===== src/rtl/cu_pkg.sv =====
// Shared constants and types for the microc control unit.
// Latency: n/a (declarations only).
// Backpressure: n/a.
package cu_pkg;

    // Opcodes of the jump family and the 4-bit prefix shared by li.
    localparam logic [5:0] OP_J      = 6'b000100;
    localparam logic [5:0] OP_JZ     = 6'b001000;
    localparam logic [5:0] OP_JNZ    = 6'b001010;
    localparam logic [3:0] OP_LI_PFX = 4'b0000;

    // ALU operations carried in Opcode[4:2].
    localparam logic [2:0] ALU_ADD = 3'b010;
    localparam logic [2:0] ALU_SUB = 3'b011;

    // Run-control FSM state.
    typedef logic [1:0] cu_state_t;
    localparam cu_state_t ST_IDLE = 2'd0;
    localparam cu_state_t ST_RUN  = 2'd1;
    localparam cu_state_t ST_STEP = 2'd2;
    localparam cu_state_t ST_HALT = 2'd3;

    // Raw decoded control fields, before run gating.
    typedef struct packed {
        logic       s_inc;
        logic       s_inm;
        logic       we3;
        logic       wez;
        logic [2:0] op;
    } ctl_t;

endpackage


===== src/rtl/cu_microc_if.sv =====
// Bundle between control unit and datapath/run controller.
// Latency: n/a (wires only).
// Backpressure: none; all signals are level or single-cycle pulses.
interface cu_microc_if #(parameter int CNT_W = 16);
    logic [5:0]       Opcode;
    logic             z;
    logic             start;
    logic             step;
    logic             halt_req;
    logic             s_inc;
    logic             s_inm;
    logic             we3;
    logic             wez;
    logic [2:0]       Op;
    logic             pc_en;
    logic             running;
    logic             trap;
    logic [CNT_W-1:0] retired;

    // Control unit side.
    modport master (
        input  Opcode, z, start, step, halt_req,
        output s_inc, s_inm, we3, wez, Op, pc_en, running, trap, retired
    );

    // Datapath / run controller side.
    modport slave (
        output Opcode, z, start, step, halt_req,
        input  s_inc, s_inm, we3, wez, Op, pc_en, running, trap, retired
    );
endinterface


===== src/rtl/cu_decode.sv =====
// Maps opcode and z flag to raw control fields plus an illegal flag.
// Latency: 0 cycles, purely combinational.
// Backpressure: none.
module cu_decode
    import cu_pkg::*;
(
    input  logic [5:0] opcode,
    input  logic       z,
    output ctl_t       ctl,
    output logic       illegal
);

    // Instruction classes are disjoint; anything unmatched is illegal and
    // leaves the NOP-shaped defaults in place.
    always_comb begin
        ctl     = '{s_inc: 1'b1, s_inm: 1'b0, we3: 1'b0, wez: 1'b0, op: 3'b000};
        illegal = 1'b0;
        if (opcode[5]) begin
            ctl.op  = opcode[4:2];
            ctl.we3 = 1'b1;
            ctl.wez = 1'b1;
        end else if (opcode[5:2] == OP_LI_PFX) begin
            ctl.s_inm = 1'b1;
            ctl.we3   = 1'b1;
        end else if (opcode == OP_J) begin
            ctl.s_inc = 1'b0;
        end else if (opcode == OP_JZ) begin
            ctl.s_inc = ~z;
        end else if (opcode == OP_JNZ) begin
            ctl.s_inc = z;
        end else begin
            illegal = 1'b1;
        end
    end

endmodule


===== src/rtl/cu_microc.sv =====
// Run-controlled control unit: decode gating, start/step/halt FSM, retire counter.
// Latency: controls 0 cycles from Opcode/z; start/step/halt take effect next cycle.
// Backpressure: none; halt_req stops issue after the current instruction.
// Optional feature: define CU_TRAP_EN to trap illegal opcodes into HALT.
module cu_microc
    import cu_pkg::*;
#(
    parameter int CNT_W = 16
) (
    input  logic        clk,
    input  logic        reset,
    cu_microc_if.master bus
);

    ctl_t             ctl;
    logic             illegal;
    cu_state_t        state;
    cu_state_t        state_nxt;
    logic [CNT_W-1:0] retired;
    logic             gate_open;
    logic             trap_hit;
    logic             exec;
    logic             trap_clr;

    cu_decode u_decode (
        .opcode  (bus.Opcode),
        .z       (bus.z),
        .ctl     (ctl),
        .illegal (illegal)
    );

    assign gate_open = (state == ST_RUN) || (state == ST_STEP);

`ifdef CU_TRAP_EN
    assign trap_hit = gate_open & illegal;
`else
    // Illegal opcodes fall through the decoder as NOPs.
    logic unused_illegal;
    assign unused_illegal = illegal;
    assign trap_hit       = 1'b0;
`endif

    // A trapping instruction is squashed in its own cycle.
    assign exec = gate_open & ~trap_hit;

    assign bus.pc_en   = exec;
    assign bus.we3     = exec & ctl.we3;
    assign bus.wez     = exec & ctl.wez;
    assign bus.s_inc   = exec ? ctl.s_inc : 1'b1;
    assign bus.s_inm   = exec & ctl.s_inm;
    assign bus.Op      = exec ? ctl.op : 3'b000;
    assign bus.running = gate_open;
    assign bus.retired = retired;

    // Leaving HALT by start or step (halt_req not winning) clears the trap.
    assign trap_clr = (state == ST_HALT) & ~bus.halt_req & (bus.start | bus.step);

    // Next state with halt_req > start > step; a trap overrides everything.
    always_comb begin
        state_nxt = state;
        if (trap_hit) begin
            state_nxt = ST_HALT;
        end else begin
            case (state)
                ST_IDLE, ST_HALT: begin
                    if (bus.halt_req)   state_nxt = ST_HALT;
                    else if (bus.start) state_nxt = ST_RUN;
                    else if (bus.step)  state_nxt = ST_STEP;
                end
                ST_RUN:  if (bus.halt_req) state_nxt = ST_HALT;
                default: state_nxt = ST_IDLE;
            endcase
        end
    end

    // FSM state register.
    always_ff @(posedge clk or negedge reset) begin
        if (!reset) state <= ST_IDLE;
        else        state <= state_nxt;
    end

    // Retired-instruction counter, wraps naturally.
    always_ff @(posedge clk or negedge reset) begin
        if (!reset)    retired <= '0;
        else if (exec) retired <= retired + 1'b1;
    end

`ifdef CU_TRAP_EN
    logic trap_q;
    // Sticky trap flag, set on a squashed illegal opcode.
    always_ff @(posedge clk or negedge reset) begin
        if (!reset)        trap_q <= 1'b0;
        else if (trap_hit) trap_q <= 1'b1;
        else if (trap_clr) trap_q <= 1'b0;
    end
    assign bus.trap = trap_q;
`else
    logic unused_trap_clr;
    assign unused_trap_clr = trap_clr;
    assign bus.trap        = 1'b0;
`endif

endmodule


===== src/flat_wrapper.sv =====
// flat-port wrapper written by rule: the top's interface ports become plain ports
module cu_microc_flat import cu_pkg::*;
#(
    parameter int CNT_W = 16
)
  (clk, reset, bus_Opcode, bus_z, bus_start, bus_step, bus_halt_req, bus_s_inc, bus_s_inm, bus_we3, bus_wez, bus_Op, bus_pc_en, bus_running, bus_trap, bus_retired);
  cu_microc_if #(.CNT_W(CNT_W)) bus_i ();
  input  logic clk;
  input  logic reset;
  input wire logic [$bits(bus_i.Opcode)-1:0] bus_Opcode;
  input wire logic [$bits(bus_i.z)-1:0] bus_z;
  input wire logic [$bits(bus_i.start)-1:0] bus_start;
  input wire logic [$bits(bus_i.step)-1:0] bus_step;
  input wire logic [$bits(bus_i.halt_req)-1:0] bus_halt_req;
  output wire logic [$bits(bus_i.s_inc)-1:0] bus_s_inc;
  output wire logic [$bits(bus_i.s_inm)-1:0] bus_s_inm;
  output wire logic [$bits(bus_i.we3)-1:0] bus_we3;
  output wire logic [$bits(bus_i.wez)-1:0] bus_wez;
  output wire logic [$bits(bus_i.Op)-1:0] bus_Op;
  output wire logic [$bits(bus_i.pc_en)-1:0] bus_pc_en;
  output wire logic [$bits(bus_i.running)-1:0] bus_running;
  output wire logic [$bits(bus_i.trap)-1:0] bus_trap;
  output wire logic [$bits(bus_i.retired)-1:0] bus_retired;
  assign bus_i.Opcode = bus_Opcode;
  assign bus_i.z = bus_z;
  assign bus_i.start = bus_start;
  assign bus_i.step = bus_step;
  assign bus_i.halt_req = bus_halt_req;
  assign bus_s_inc = bus_i.s_inc;
  assign bus_s_inm = bus_i.s_inm;
  assign bus_we3 = bus_i.we3;
  assign bus_wez = bus_i.wez;
  assign bus_Op = bus_i.Op;
  assign bus_pc_en = bus_i.pc_en;
  assign bus_running = bus_i.running;
  assign bus_trap = bus_i.trap;
  assign bus_retired = bus_i.retired;
  cu_microc #(.CNT_W(CNT_W)) u_core (.clk(clk), .reset(reset), .bus(bus_i));
endmodule

===== config.mk =====
export PLATFORM = sky130hd
export DESIGN_NAME = cu_microc_flat
export DESIGN_NICKNAME = d
export VERILOG_FILES = /design/src/rtl/cu_pkg.sv /design/src/rtl/cu_microc_if.sv /design/src/rtl/cu_decode.sv /design/src/rtl/cu_microc.sv /design/src/flat_wrapper.sv
export SDC_FILE = /design/constraint.sdc
export NUM_CORES = 1
export LEC_CHECK = 0
export ABC_AREA = 0
export CAP_MARGIN = 15
export CORE_MARGIN = 2
export CORE_UTILIZATION = 43
export DETAILED_ROUTE_END_ITERATION = 10
export PLACE_DENSITY = 0.84
export SLEW_MARGIN = 5
export SYNTH_ARGS = -nofsm -noshare
export SYNTH_HDL_FRONTEND = slang
export SYNTH_SLANG_ARGS = --single-unit

===== constraint.sdc =====
create_clock -name clk -period 1.9 [get_ports clk]
set_input_delay 0.285 -clock clk [delete_from_list [all_inputs] [get_ports clk]]
set_output_delay 0.285 -clock clk [all_outputs]
set_load 0.1 [all_outputs]

==> results.json <==
{
  "outcome": "finished, violations left",
  "violations": "setup timing",
  "final_common_cell": "buf_4",
  "fin_crit_ns": 2.096,
  "ys_seq_area_share_pct": 44.67,
  "floorplan.initialDensity_pct": 45.59,
  "rsz0062_at_grt": "yes",
  "diodes": 0,
  "syn_area_mm2": 0.001008,
  "dr.pass1.iters": 4,
  "synth_area_leader_cell": "dfrtp_1",
  "r2r-start": "u_core.state[0]$_DFFE_PN0P_",
  "grt_max_degree": 19,
  "wirelength_um": 2677,
  "drc": 0,
  "holdWs_ns": 0.3058,
  "cts_buffers": 3,
  "clockBufferDepth": 2,
  "io_buffers": 36,
  "grt_use_total_pct": 23.04,
  "cts_root_buf": "clkbuf_4",
  "overflow": 0,
  "setup_tns_ns": -0.6996,
  "core_mm2": 0.002212,
  "antenna_found_initial": 0,
  "htree_levels": 1,
  "fmax_ghz": 0.4771,
  "synth_edf_count": 0,
  "avgSynthCellArea_um2": 10.96,
  "ant_nets": 0,
  "num_io_pins": 38,
  "cts_tree": "yes",
  "end_kind": "output port",
  "crit_required_ns": 1.62,
  "ys_warn_count": 0,
  "crit_type": "reg2out",
  "synth_fp_nets": 107,
  "core.rowCount": 17,
  "worstSkewPairLatency_ns": 0.30,
  "cp_data_arrival_time_ns": 1.81,
  "worst-path-max-fanout": 2,
  "ys_ff_latch": 18,
  "grt_pass1_vias": 972,
  "syn_inst": 92,
  "setup_ws_ns": -0.1958,
  "synth_top_area_share_pct": 44.67,
  "drive_gt1_share_pct": 43.48,
  "finalHoldViolCount": 0,
  "layout_common_cells": "20 x buf_4, 16 x dfrtp_1, 13 x buf_12, 11 x clkdlybuf4s50_1, 9 x xor2_1",
  "routabilityCongestion": 0.8275,
  "pre_cts_ws_ns": -0.03030,
  "clk_pin_slew_ns": 0.12,
  "crit_start": "u_core.state[0]$_DFFE_PN0P_",
  "min_path_type": "in2async",
  "die-height_um": 52.43,
  "drt_iter0_markers": 8,
  "setup_violations": 6,
  "dpl.hpwl_um": 1986,
  "ctsHoldBuffers": 0,
  "clock_sinks": 18,
  "route.detailed.wl_per_inst_um": 16.13,
  "die_w_um": 52.43,
  "area_delta_synth_final_pct": 63.52,
  "vias_per_cell": 5.175,
  "finalClockSkew_ns": 0.003939,
  "post-route-util_pct": 74.55,
  "die-area_mm2": 0.002749,
  "cap_violations": 0,
  "grt_pass1_wl_um": 4560,
  "critPathLaunchType": "flip-flop",
  "maxSlewViolCount": 0,
  "final_nets": 154,
  "min_period_over_period_pct": 110.3,
  "routed-via-count": 859,
  "synth.distinct_cells": 31,
  "netlist_top_cells_area": "dfrtp_1 45%, xor2_1 7.8%, xnor2_1 6.1%, ha_1 3.7%, inv_1 2.6%",
  "async_reset_ff_share_pct": 100.0,
  "synth_top_flop_cell": "dfrtp_1"
}
synthesized netlist by cell type, types with 3 or more instances:
cell type	n
dfrtp_1	18
xor2_1	9
inv_1	7
xnor2_1	7
nand2_1	4
nor2_1	4
nor3_1	4
and2_1	3
buf_4	3
ha_1	3
nand4_1	3
nor4_1	3
path summary, 6_finish.rpt:
check | end | slack (ns) | depth (start not counted)
max | bus_we3 | -0.20 | 6
min | u_core.bus.retired[5]$_DFFE_PN0N_ | 0.31 | 2
max reg2reg | u_core.bus.retired[14]$_DFFE_PN0N_ | 0.03 | 7
min reg2reg | u_core.bus.retired[15]$_DFFE_PN0N_ | 0.50 | 1
max in group asynchronous | u_core.bus.retired[0]$_DFFE_PN0N_ | 1.38 | 2
min in group clk | u_core.bus.retired[15]$_DFFE_PN0N_ | 0.50 | 1
routing by layer:
layer	global-route usage (%)	share of wire, %	vias up
li1	-	-	405
met1	25.18	37	415
met2	43.13	57	27
met3	4.000	2.9	12
met4	9.402	3.0	0
met5	0	0	-
cell families (layout without fill, tap and decap cells):
family / after synthesis / in the layout / share of synthesized area (%)
compound gates: 5 / 5 / 3.226
xor+xnor: 16 / 16 / 13.90
fa+ha+maj: 3 / 3 / 3.722
buf+inv: 10 / 56 / 4.839
flops: 18 / 18 / 44.66
mux: 2 / 2 / 2.109
other cells: 1 / 1 / 0.3719
simple gates: 37 / 37 / 27.17
per-stage QoR:
stage | std cells | area, µm²
floorplan | 92 | 1047
global placement | 156 | 1539
detailed placement | 156 | 1539
global route | 166 | 1649
finish | 166 | 1649
CTS | 165 | 1629
cell type report:
class	instances	area, µm²
Fill cell	152	563.0
Clock buffer	4	36.28
Inverter	7	26.28
Timing Repair Buffer	45	531.8
Sequential cell	18	452.9
Multi-Input combinational cell	64	566.8
Tap cell	28	35.03
flip-flops by register name, indices dropped and copies added, names as in the netlist:
name / flops
u_core.bus.retired: 16
u_core.state: 2
worst max-delay path: stages (launching register included):
cell and delay (ns):
dfrtp_1 0.41, inv_2 0.08, ha_4 0.21, or3_4 0.35, nor3_4 0.13, or2_4 0.16
buf_12 0.16
timing repair:
item / CTS / global route
setup buffers: 5 / 2
pin swaps: 3 / 1
gates resized for setup: 3 / 3
setup endpoints to repair: 9 / 9
endpoints found under the hold margin: 0 / 0
Power is left out: the tool's default activity adds up to more than one toggle a clock period on the data nets, which glitch-free logic cannot reach.
